==> config.mk <==
export PLATFORM = sky130hd
export DESIGN_NAME = pc_sequencer
export DESIGN_NICKNAME = d
export VERILOG_FILES = /design/src/rtl/pc_sequencer.sv
export SDC_FILE = /design/constraint.sdc
export NUM_CORES = 1
export LEC_CHECK = 0
export ABC_AREA = 0
export BUFFER_PORTS_ARGS = -buffer_cell sky130_fd_sc_hd__clkbuf_2
export CORE_MARGIN = 1
export CORE_UTILIZATION = 41
export DETAILED_ROUTE_END_ITERATION = 7
export GPL_TIMING_DRIVEN = 0
export PLACE_DENSITY_LB_ADDON = 0.25
export RECOVER_POWER = 100
export SLEW_MARGIN = 10
export SYNTH_ARGS = -nofsm -noshare
export SYNTH_HDL_FRONTEND = slang
export SYNTH_SLANG_ARGS = --single-unit
export TNS_END_PERCENT = 1
==> constraint.sdc <==
create_clock -name clk -period 1.6 [get_ports clk]
set_input_delay 0.24 -clock clk [delete_from_list [all_inputs] [get_ports clk]]
set_output_delay 0.24 -clock clk [all_outputs]
set_load 0.02 [all_outputs]
==> src/rtl/pc_sequencer.sv <==
// pc_sequencer: fetch/branch sequencer for the simpleRISC core.
// Owns pc and ir. Fetches from instruction memory and hands non-branch
// instructions to the datapath controller (exec_start/exec_done). Sequences
// B/Bcond, BL, BX and BLX by loading pc from the branch-target unit, and
// drives the R7 link write for BL/BLX.
//
// Ports:
//   clk        in   rising-edge clock
//   reset      in   synchronous, active-high reset
//   mem_rdata  in   [15:0] instruction read data, valid the cycle after mem_rd rises
//   next_pc    in   [8:0]  branch target from the PC-update unit
//   exec_done  in   datapath finished current instruction (sampled in EXEC only)
//   mem_addr   out  [8:0]  instruction address (= pc)
//   mem_rd     out  instruction read strobe
//   pc         out  [8:0]  program counter
//   ir         out  [15:0] instruction register
//   exec_start out  one-cycle datapath start pulse
//   link_we    out  R7 write enable
//   link_data  out  [8:0]  R7 write data (= pc)
//   halted     out  high while in HALT
module pc_sequencer (
    input  logic        clk,
    input  logic        reset,
    input  logic [15:0] mem_rdata,
    input  logic [8:0]  next_pc,
    input  logic        exec_done,
    output logic [8:0]  mem_addr,
    output logic        mem_rd,
    output logic [8:0]  pc,
    output logic [15:0] ir,
    output logic        exec_start,
    output logic        link_we,
    output logic [8:0]  link_data,
    output logic        halted
);

    localparam int unsigned PC_W = 9;

    typedef enum logic [3:0] {
        S_RST,
        S_IF1,
        S_IF2,
        S_UPDATE,
        S_DECODE,
        S_EXEC,
        S_LINK,
        S_BRANCH,
        S_HALT
    } state_t;

    // Where EXEC goes once the datapath reports done; chosen in DECODE.
    typedef enum logic [1:0] {
        AFTER_IF1,
        AFTER_LINK,
        AFTER_BRANCH
    } after_t;

    state_t state;
    after_t exec_next;

    logic [2:0] opcode;
    logic [1:0] op;
    logic       is_halt;
    logic       is_bcond;
    logic       is_bl;
    logic       is_bx;
    logic       is_blx;

    // Instruction classification from the latched ir.
    assign opcode   = ir[15:13];
    assign op       = ir[12:11];
    assign is_halt  = (opcode == 3'b111);
    assign is_bcond = (opcode == 3'b001) && (op == 2'b00);
    assign is_bl    = (opcode == 3'b010) && (op == 2'b11);
    assign is_bx    = (opcode == 3'b010) && (op == 2'b00);
    assign is_blx   = (opcode == 3'b010) && (op == 2'b10);

    assign mem_addr  = pc;
    assign link_data = pc;

    // Sequencer FSM. Moore outputs are registered: each transition loads the
    // strobe values belonging to the state being entered.
    always_ff @(posedge clk) begin
        if (reset) begin
            state      <= S_RST;
            exec_next  <= AFTER_IF1;
            pc         <= '0;
            ir         <= '0;
            mem_rd     <= 1'b0;
            exec_start <= 1'b0;
            link_we    <= 1'b0;
            halted     <= 1'b0;
        end else begin
            mem_rd     <= 1'b0;
            exec_start <= 1'b0;
            link_we    <= 1'b0;
            halted     <= 1'b0;

            case (state)
                S_RST: begin
                    state  <= S_IF1;
                    mem_rd <= 1'b1;
                end

                S_IF1: begin
                    state  <= S_IF2;
                    mem_rd <= 1'b1;
                end

                S_IF2: begin
                    ir    <= mem_rdata;
                    state <= S_UPDATE;
                end

                S_UPDATE: begin
                    pc    <= pc + PC_W'(1);
                    state <= S_DECODE;
                end

                S_DECODE: begin
                    if (is_halt) begin
                        state  <= S_HALT;
                        halted <= 1'b1;
                    end else if (is_bcond) begin
                        state <= S_BRANCH;
                    end else if (is_bl) begin
                        state   <= S_LINK;
                        link_we <= 1'b1;
                    end else begin
                        // BX/BLX need Rd from the datapath before branching.
                        state      <= S_EXEC;
                        exec_start <= 1'b1;
                        if (is_bx) begin
                            exec_next <= AFTER_BRANCH;
                        end else if (is_blx) begin
                            exec_next <= AFTER_LINK;
                        end else begin
                            exec_next <= AFTER_IF1;
                        end
                    end
                end

                S_EXEC: begin
                    if (exec_done) begin
                        case (exec_next)
                            AFTER_LINK: begin
                                state   <= S_LINK;
                                link_we <= 1'b1;
                            end
                            AFTER_BRANCH: begin
                                state <= S_BRANCH;
                            end
                            default: begin
                                state  <= S_IF1;
                                mem_rd <= 1'b1;
                            end
                        endcase
                    end
                end

                S_LINK: begin
                    state <= S_BRANCH;
                end

                S_BRANCH: begin
                    pc     <= next_pc;
                    state  <= S_IF1;
                    mem_rd <= 1'b1;
                end

                S_HALT: begin
                    halted <= 1'b1;
                end

                default: begin
                    state <= S_RST;
                end
            endcase
        end
    end

endmodule

* Yosys cells after proc, flatten, opt, wreduce, memory -nomap -nowiden *
Cells that the tools add are included.

cells by class
  reduce and logical (&&, ||, !) cells = 13
  mux-type cells = 21
  eq/ne operators = 16
  $add $sub $neg = 1
  bitwise operators = 5

operator list
  cell                   count
  $pmux W4 S8            1
  $pmux W9 S2            1
  $eq A4 B3 Y1 const B   4
  $mux W1                10
  $add A9 B1 Y9 const B  1
  $eq A4 B2 Y1 const B   2
  $mux W4                2
  $eq A2 B2 Y1 const B   3
  $mux W2                3
  $pmux W1 S2            3
  $pmux W3 S2            1
  $not A1 Y1             5
  $eq A4 B1 Y1 const B   1
  $eq A4 B4 Y1 const B   1
  $logic_and A1 B1 Y1    4
  $logic_not A4 Y1       1
  $reduce_and A4 Y1      1
  $reduce_or A2 Y1       2
  $reduce_or A4 Y1       1
  $eq A3 B1 Y1 const B   1
  $eq A3 B2 Y1 const B   1
  $eq A3 B3 Y1 const B   1
  $reduce_or A3 Y1       1
  $eq A2 B1 Y1 const B   1
  other kinds (4)        4

storage, ports and cells
  word-level logic and storage cells = 64
  bits of input ports = 28
  output and inout port bits = 47
  flip-flop bits (word level) = 35

* Depth between registers and ports, before layout *
Gate-level depths: netlist of run 1.

  word-level depth = 6
  gate-level depth with buffers = 6

* Worst setup path before layout of run 1 *
Ideal clock, no wire load.

  path kind = reg-to-reg
  start = register ir[13]
  end = register exec_next[1]
  cell stages (with the launch flop) = 5
  period minus slack after synthesis = 1.688 ns
  arrival time = 1.565 ns
  library setup time = 0.123 ns
  setup slack = -0.088 ns
  cells stage by stage = dfxtp_1 -> or4b_1 -> a21oi_2 -> or3_4 -> mux2_1

between the ends
  word-level cells in the longest chain between the ends = 4
  elaborated cells on any way between the ends = 11
  classes of those cells = eq/ne (3); mux (1); bitwise (3); reduce/logical (4)

RTL lines
  item                                                 line        RTL
  start: declaration                                   30          output logic [15:0] ir,
  start signal: assignment                             111         ir <= mem_rdata;
  $eq A3 B2 Y1 / $eq A3 B1 Y1 (equally long branches)  74, 75, 73
  $logic_and A1 B1 Y1 (on tied branches)               74, 73
  $not A1 Y1 (no line)                                 -
  $reduce_and A4 Y1 (no line)                          -
  end signal: assignment                               86          exec_next <= AFTER_IF1;
  end signal: assignment                               134         exec_next <= AFTER_BRANCH;
  end signal: assignment                               136         exec_next <= AFTER_LINK;
  end: declaration                                     59          after_t exec_next;

Parallel ways exist; a longest one is shown, timed or not.
A chain may end at the register's enable or synchronous reset.

* Worst setup path after layout of run 1 *
  start = register ir[11]
  end = register exec_next[1]

between the ends
  word-level cells in the longest chain between the ends = 4
  elaborated cells on any way between the ends = 9
  classes of those cells = eq/ne (1); mux (1); bitwise (2); reduce/logical (5)

RTL lines
  item                                                     line
  $eq A2 B2 Y1 / $logic_not A2 Y1 (equally long branches)  74, 73, 75
  $logic_and A1 B1 Y1 (on tied branches)                   74, 73
  $not A1 Y1 (no line)                                     -
  $reduce_and A4 Y1 (no line)                              -

Parallel ways exist; a longest one is shown, timed or not.

==> run_summary.xml, run 1 <==
<?xml version="1.0" encoding="UTF-8"?>
<metrics>
  <group name="run_status">
    <metric name="status" unit="">finished with violations</metric>
    <metric name="failing_checks" unit="">setup timing</metric>
  </group>
  <group name="cells_and_area">
    <metric name="utilization" unit="%">57.1</metric>
    <metric name="final-seq-area" unit="µm²">707</metric>
    <metric name="drive_gt1_share" unit="%">32.6</metric>
    <metric name="finalNetCount" unit="">328</metric>
    <metric name="final.fill_count" unit="">419</metric>
    <metric name="insertedDiodeCount" unit="">0</metric>
    <metric name="final_cell_area" unit="mm²">0.00233</metric>
    <metric name="area.growth.synth_to_final" unit="%">30.3</metric>
    <metric name="final_cells" unit="">348</metric>
    <metric name="multi_input_comb_area" unit="µm²">872</metric>
  </group>
  <group name="sta">
    <metric name="hold_ws" unit="ns">0.152</metric>
    <metric name="drv_slew" unit="">0</metric>
    <metric name="finalSetupViolCount" unit="">1</metric>
    <metric name="worst_clock_skew" unit="ns">0.00534</metric>
    <metric name="layout_setup_ws" unit="ns">-0.00455</metric>
    <metric name="timing_worst_slew_pin_value" unit="ns">0.497</metric>
    <metric name="final.period_utilization" unit="%">100</metric>
    <metric name="maxSlewHeadroom" unit="%">66.9</metric>
    <metric name="finalHoldViolations" unit="">0</metric>
    <metric name="period_needed" unit="ns">1.60</metric>
    <metric name="maxClockFrequency" unit="MHz">623</metric>
    <metric name="rsz0062_at_grt" unit="">yes</metric>
    <metric name="setup-tns-final" unit="ns">-0.00455</metric>
  </group>
  <group name="die">
    <metric name="core-area" unit="mm²">0.00409</metric>
    <metric name="rows" unit="">23</metric>
    <metric name="initial_core_util" unit="%">43.8</metric>
    <metric name="top_level_ports" unit="">75</metric>
    <metric name="die_area" unit="mm²">0.00463</metric>
    <metric name="floorplan.die.width" unit="µm">68.1</metric>
    <metric name="die_h" unit="µm">68.1</metric>
  </group>
  <group name="synth">
    <metric name="post_syn_instances" unit="">216</metric>
    <metric name="netlist_top_cells_area" unit="">dfxtp_1 39%, nand2_1 7.8%, buf_4 7.6%, a21oi_1 7.3%, clkbuf_8 2.3%</metric>
    <metric name="synth-seq-area-share" unit="%">39.2</metric>
    <metric name="synth_most_common_cell" unit="">nand2_1</metric>
    <metric name="synth.net_count" unit="">247</metric>
    <metric name="synth_enable_flop_cells" unit="">0</metric>
    <metric name="synth_flop_cell" unit="">dfxtp_1</metric>
    <metric name="post-synth-top-area-cell" unit="">dfxtp_1</metric>
    <metric name="synth.avg_cell_area" unit="µm²">8.28</metric>
    <metric name="synth.cell_area" unit="mm²">0.00179</metric>
    <metric name="yosysUniqueCellTypes" unit="">47</metric>
    <metric name="ys_warn_count" unit="">0</metric>
    <metric name="async_flop_share" unit="%">0</metric>
    <metric name="ys_top_cells_by_count" unit="">37 x nand2_1, 35 x dfxtp_1, 26 x a21oi_1, 18 x buf_4, 10 x nor2_1</metric>
    <metric name="yosys.area.top_type_share" unit="%">39.2</metric>
    <metric name="synth_seq_cells" unit="">35</metric>
  </group>
  <group name="power_and_ir_drop">
    <metric name="design_power_total" unit="mW">2.56</metric>
    <metric name="power.static_leakage" unit="nW">0.961</metric>
    <metric name="ir_drop" unit="µV">578</metric>
    <metric name="pwr_density_cell" unit="mW/mm²">1100</metric>
  </group>
  <group name="clocking">
    <metric name="holdBufCountCts" unit="">0</metric>
    <metric name="cts_clock_pin_slew_for_the_worst_setup_and_hold_paths" unit="ns">0.07</metric>
    <metric name="clk_latency" unit="ns">0.29</metric>
    <metric name="tritoncts.num_buffers" unit="">5</metric>
    <metric name="cts.root.buffer_cell" unit="">clkbuf_8</metric>
    <metric name="clock_tree_from_tritoncts" unit="">built</metric>
    <metric name="cts_max_path_buffers" unit="">2</metric>
    <metric name="cts.htree.levels" unit="">2</metric>
    <metric name="cts.sinks" unit="">35</metric>
  </group>
  <group name="placement">
    <metric name="dpl.hpwl" unit="mm">3.02</metric>
    <metric name="place_ws" unit="ns">-0.0476</metric>
    <metric name="buffer_ports.inserted" unit="">74</metric>
    <metric name="detailed_place.area" unit="mm²">0.00223</metric>
    <metric name="globalplace.congestion" unit="">0.799</metric>
    <metric name="dpl.cell_count" unit="">340</metric>
  </group>
  <group name="setup_path">
    <metric name="critical_path.max_stage_delay" unit="ns">0.53</metric>
    <metric name="worstPathCellList" unit="">or4b_1, a21oi_2, or3_4, mux2_1</metric>
    <metric name="worstSetupStartpointType" unit="">flop</metric>
    <metric name="critPathMaxFanout" unit="">6</metric>
    <metric name="arrival_worst_endpoint" unit="ns">1.79</metric>
    <metric name="worstSetupEndpointType" unit="">flop</metric>
    <metric name="worstSetupPathType" unit="">reg2reg</metric>
    <metric name="critical_path_s_slowest_cell" unit="">or4b_1</metric>
    <metric name="cp.required" unit="ns">1.78</metric>
  </group>
  <group name="global_routing">
    <metric name="grt_antenna_before_repair" unit="">0</metric>
    <metric name="pin_count_of_the_biggest_net_entering_global_routing" unit="">12</metric>
    <metric name="track_usage" unit="%">19.3</metric>
    <metric name="number_of_global_route_vias_before_repair" unit="">1517</metric>
    <metric name="grt-ovfl-total" unit="">0</metric>
    <metric name="grt_pass1_wl" unit="mm">6.67</metric>
  </group>
  <group name="route">
    <metric name="drt_first_pass_iters" unit="">4</metric>
    <metric name="drt-total-wl" unit="mm">4.20</metric>
    <metric name="detailroute.via_count" unit="">1770</metric>
    <metric name="final_antenna_net_count" unit="">0</metric>
    <metric name="drcViolationCount" unit="">0</metric>
    <metric name="detail_route.iter0.violations" unit="">91</metric>
    <metric name="post_drt_wl_per_cell" unit="µm">12.1</metric>
    <metric name="vias_per_cell" unit="">5.09</metric>
  </group>
  <group name="hold_path">
    <metric name="hp-class" unit="">in2reg</metric>
  </group>
  <group name="flow_run">
    <metric name="drv_cap" unit="">0</metric>
  </group>
</metrics>
==> cell usage in the layout, fill, tap and decap left out, types with 3 or more instances in the layout <==
master	instances
nand2_1	37
a21oi_1	26
o22ai_1	3
nand3_1	7
clkbuf_1	28
nand2b_1	3
clkbuf_2	49
buf_4	19
buf_2	4
dfxtp_1	30
mux2i_1	3
o21ai_0	4
inv_1	3
nor2_1	9
ha_1	3
nor4_1	3
dfxtp_2	5
nand4b_1	3
nor3_1	6
a22oi_1	5
clkbuf_8	9
==> report_power, final <==
group	switching, mW	total, mW	internal [mW]
clock	0.331	0.835	0.504
combinational	0.388	0.677	0.289
sequential	0.100	1.05	0.950
total	0.819	2.56	1.74
==> registers in the layout, summed over array words and instances (netlist names) <==
register and count:
exec_start 1, halted 1, mem_rd 1, link_we 1, exec_next 2, link_data 9
ir 16, state 4
==> path summary, 6_finish.rpt <==
path                       from      endpoint  slack [ns]  cells past startpoint
setup / recovery         ir[11]  exec_next[1]      -0.005                      4
hold / removal    mem_rdata[13]        ir[13]        0.15                      3
setup reg to reg         ir[11]  exec_next[1]      -0.005                      4
hold reg to reg          ir[10]        ir[10]        0.46                      2
==> area by class of cell <==
type / instances / share of cell area [%]
multi-input combinational: 147 / 37.4
clock inverter: 2 / 1.50
sequential: 35 / 30.3
inverter: 4 / 0.644
buffer: 29 / 9.12
tap: 50 / 2.68
clock buffer: 6 / 3.54
timing repair buffer: 75 / 14.8
==> routing by layer <==
layer | global-route usage [%] | vias up | wire length (µm)
li1 | - | 912 | -
met1 | 24.4 | 780 | 1970
met2 | 30.4 | 68 | 1830
met3 | 4.17 | 10 | 292
met4 | 10.2 | 0 | 99
met5 | 0 | - | 0
==> critical path: cells and delay by family, from the launching register on <==
| family | cells | cell delay [ns] |
|---|---|---|
| AOI/OAI and AO/OA | 1 | 0.17 |
| DFF | 1 | 0.35 |
| muxes | 1 | 0.30 |
| and+or+nand+nor | 2 | 0.68 |
==> kinds of logic after synthesis <==
group / Yosys count / synth area share, %
simple gates: 89 / 25.9
flops: 35 / 39.2
fa+ha+maj: 3 / 2.10
compound gates: 51 / 17.6
mux: 4 / 2.31
buf+inv: 34 / 12.9
==> what timing repair did <==
action / in CTS / in global routing
resized for setup: 1 / 8
buffers inserted: 0 / 1
pin swaps: 0 / 2
endpoints found under the setup margin: 11 / 15
hold endpoints to repair: 0 / 0
Power figures use the tool's default switching activity.
==> run 2: changes to the inputs <==
--- a/config.mk
+++ b/config.mk
@@ -8,9 +8,10 @@
 export ABC_AREA = 0
 export BUFFER_PORTS_ARGS = -buffer_cell sky130_fd_sc_hd__clkbuf_2
 export CORE_MARGIN = 1
-export CORE_UTILIZATION = 41
+export CORE_UTILIZATION = 47
 export DETAILED_ROUTE_END_ITERATION = 7
 export GPL_TIMING_DRIVEN = 0
+export MAX_ROUTING_LAYER = met4
 export PLACE_DENSITY_LB_ADDON = 0.25
 export RECOVER_POWER = 100
 export SLEW_MARGIN = 10
==> constraint.sdc (replaced) <==
create_clock -name clk -period 1.61 [get_ports clk]
set_input_delay 0.2415 -clock clk [delete_from_list [all_inputs] [get_ports clk]]
set_output_delay 0.2415 -clock clk [all_outputs]
set_load 0.02 [all_outputs]
==> run_summary.xml, run 2 (same netlist as run 1, synthesis figures left out) <==
<?xml version="1.0" encoding="UTF-8"?>
<metrics>
  <group name="sta">
    <metric name="timing_worst_slew_pin_value" unit="ns">0.502</metric>
    <metric name="finalHoldViolations" unit="">0</metric>
    <metric name="maxClockFrequency" unit="MHz">628</metric>
    <metric name="finalSetupViolCount" unit="">0</metric>
    <metric name="layout_setup_ws" unit="ns">0.0188</metric>
    <metric name="hold_ws" unit="ns">0.166</metric>
    <metric name="period_needed" unit="ns">1.59</metric>
    <metric name="final.period_utilization" unit="%">98.8</metric>
    <metric name="rsz0062_at_grt" unit="">yes</metric>
    <metric name="drv_slew" unit="">0</metric>
    <metric name="maxSlewHeadroom" unit="%">66.5</metric>
    <metric name="worst_clock_skew" unit="ns">0.00457</metric>
  </group>
  <group name="cells_and_area">
    <metric name="layout_common_cells" unit="">59 x clkbuf_2, 37 x nand2_1, 28 x dfxtp_1</metric>
    <metric name="area.growth.synth_to_final" unit="%">31.0</metric>
    <metric name="register_with_the_most_flip_flops" unit="">ir</metric>
    <metric name="finalNetCount" unit="">329</metric>
    <metric name="layout.cells.most_common" unit="">clkbuf_2</metric>
    <metric name="drive_gt1_share" unit="%">36.8</metric>
    <metric name="final_cells" unit="">347</metric>
    <metric name="insertedDiodeCount" unit="">0</metric>
    <metric name="largest_register_ff_count" unit="">16</metric>
    <metric name="final.fill_count" unit="">344</metric>
  </group>
  <group name="clocking">
    <metric name="cts_clock_pin_slew_for_the_worst_setup_and_hold_paths" unit="ns">0.07</metric>
    <metric name="cts.htree.levels" unit="">2</metric>
    <metric name="tritoncts.num_buffers" unit="">5</metric>
    <metric name="clock_tree_from_tritoncts" unit="">built</metric>
    <metric name="cts_max_path_buffers" unit="">2</metric>
    <metric name="cts.sinks" unit="">35</metric>
    <metric name="cts.root.buffer_cell" unit="">clkbuf_8</metric>
    <metric name="clk_latency" unit="ns">0.28</metric>
  </group>
  <group name="route">
    <metric name="met3_length" unit="µm">236</metric>
    <metric name="drt-total-wl" unit="mm">4.12</metric>
    <metric name="dr_wl_met2" unit="mm">1.96</metric>
    <metric name="max_layer_used" unit="">met4</metric>
    <metric name="vias_per_cell" unit="">5.18</metric>
    <metric name="post_drt_wl_per_cell" unit="µm">11.9</metric>
    <metric name="detail_route.iter0.violations" unit="">79</metric>
    <metric name="drcViolationCount" unit="">0</metric>
    <metric name="drt_first_pass_iters" unit="">6</metric>
    <metric name="final_antenna_net_count" unit="">0</metric>
    <metric name="detailroute.via_count" unit="">1796</metric>
    <metric name="m1WireLength" unit="mm">1.87</metric>
  </group>
  <group name="run_status">
    <metric name="status" unit="">finished clean</metric>
  </group>
  <group name="global_routing">
    <metric name="pin_count_of_the_biggest_net_entering_global_routing" unit="">11</metric>
    <metric name="track_usage" unit="%">21.6</metric>
    <metric name="grt-ovfl-total" unit="">0</metric>
    <metric name="grt_pass1_wl" unit="mm">6.69</metric>
    <metric name="grt_antenna_before_repair" unit="">0</metric>
    <metric name="number_of_global_route_vias_before_repair" unit="">1557</metric>
  </group>
  <group name="placement">
    <metric name="place_ws" unit="ns">-0.0287</metric>
    <metric name="dpl.hpwl" unit="mm">2.94</metric>
    <metric name="globalplace.congestion" unit="">0.817</metric>
    <metric name="buffer_ports.inserted" unit="">74</metric>
    <metric name="dpl.cell_count" unit="">338</metric>
  </group>
  <group name="setup_path">
    <metric name="arrival_worst_endpoint" unit="ns">1.76</metric>
    <metric name="rr_startpoint" unit="">ir[12]</metric>
    <metric name="r2r_end" unit="">exec_next[1]</metric>
    <metric name="worstSetupStartpointType" unit="">flop</metric>
    <metric name="cp.required" unit="ns">1.78</metric>
    <metric name="worst-r2r-setup-slack" unit="ns">0.02</metric>
    <metric name="timing.critical_path.from" unit="">ir[12]</metric>
    <metric name="crit_end" unit="">exec_next[1]</metric>
    <metric name="timing.reg2reg.worst_path_depth" unit="">4</metric>
    <metric name="worstSetupPathType" unit="">reg2reg</metric>
    <metric name="worstSetupEndpointType" unit="">flop</metric>
    <metric name="critPathMaxFanout" unit="">6</metric>
  </group>
  <group name="power_and_ir_drop">
    <metric name="power.static_leakage" unit="nW">0.998</metric>
    <metric name="netSwitchingFraction" unit="%">32.6</metric>
    <metric name="pwr-share-clk" unit="%">28.6</metric>
    <metric name="internal_power" unit="mW">1.63</metric>
    <metric name="p_switching" unit="mW">0.789</metric>
    <metric name="seq_power_share" unit="%">43.1</metric>
    <metric name="pwr-share-comb" unit="%">28.3</metric>
    <metric name="pwr_density_cell" unit="mW/mm²">1030</metric>
    <metric name="ir_drop" unit="µV">745</metric>
  </group>
  <group name="hold_path">
    <metric name="hp-class" unit="">in2reg</metric>
    <metric name="worst_hold_path.num_cells" unit="">3</metric>
  </group>
  <group name="die">
    <metric name="top_level_ports" unit="">75</metric>
    <metric name="floorplan.die.width" unit="µm">63.7</metric>
    <metric name="initial_core_util" unit="%">48.9</metric>
    <metric name="die_area" unit="mm²">0.00406</metric>
    <metric name="rows" unit="">22</metric>
    <metric name="core-area" unit="mm²">0.00366</metric>
    <metric name="die_h" unit="µm">63.7</metric>
  </group>
  <group name="flow_run">
    <metric name="drv_cap" unit="">0</metric>
  </group>
</metrics>
==> run 2: cell type report <==
type                    instances  area [µm²]  share of cell area [%]
inverters                       4        15.0                   0.640
plain buffers                  28         208                    8.86
repair buffers                 77         373                    15.9
flip-flops and latches         35         712                    30.4
clock buffers                   8         100                    4.27
multi-input cells             147         877                    37.4
well taps                      48        60.1                    2.56
==> run 2: routing by layer <==
metal	vias up	global-route usage (%)
met2	67	34.7
li1	912	-
met1	810	26.6
met4	0	6.25
met5	-	-
met3	7	5.62
==> run 2: power groups by stage <==
stage	Combinational [mW]	Sequential (mW)	Clock, mW
6_report	0.686	1.04	0.693
5_1_grt	0.745	1.05	0.753
4_1_cts	0.681	1.04	0.705
3_5_place_dp	0.677	1.06	0
3_3_place_gp	0.670	1.05	0
2_1_floorplan	0.403	1.12	0
==> run 2: per-stage QoR <==
stage | setup TNS [ns] | total power [mW] | utilization, % | cell area, µm²
6_report | 0 | 2.42 | 64.0 | 2340
5_1_grt | -0.0301 | 2.55 | 64.0 | 2340
4_1_cts | -0.0430 | 2.42 | 63.5 | 2330
3_5_place_dp | -0.152 | 1.74 | 60.8 | 2220
3_3_place_gp | -0.0342 | 1.72 | 60.8 | 2220
2_1_floorplan | -0.00340 | 1.52 | - | 1790
==> run 2: critical path, cell delays in order, from the launching register on <==
cell	delay (ns)
dfxtp_2	0.34
or4b_4	0.53
a21oi_2	0.18
or3_4	0.15
mux2_4	0.28
==> run 2: worst min-delay path by stage <==
| stage | to | slack [ns] | start |
|---|---|---|---|
| floorplan | ir[12] | 0.37 | mem_rdata[12] |
| global placement | ir[8] | 0.44 | ir[8] |
| detailed placement | ir[9] | 0.45 | ir[9] |
| CTS | ir[11] | 0.17 | mem_rdata[11] |
| global route | ir[10] | 0.17 | mem_rdata[10] |
| finish | ir[11] | 0.17 | mem_rdata[11] |
==> run 2: what timing repair did <==
action,in CTS,in global routing
gates resized for setup,1,8
setup endpoints to repair,11,14
hold buffers,0,0
cloned,0,0
pin swaps,0,4
setup buffers,0,3
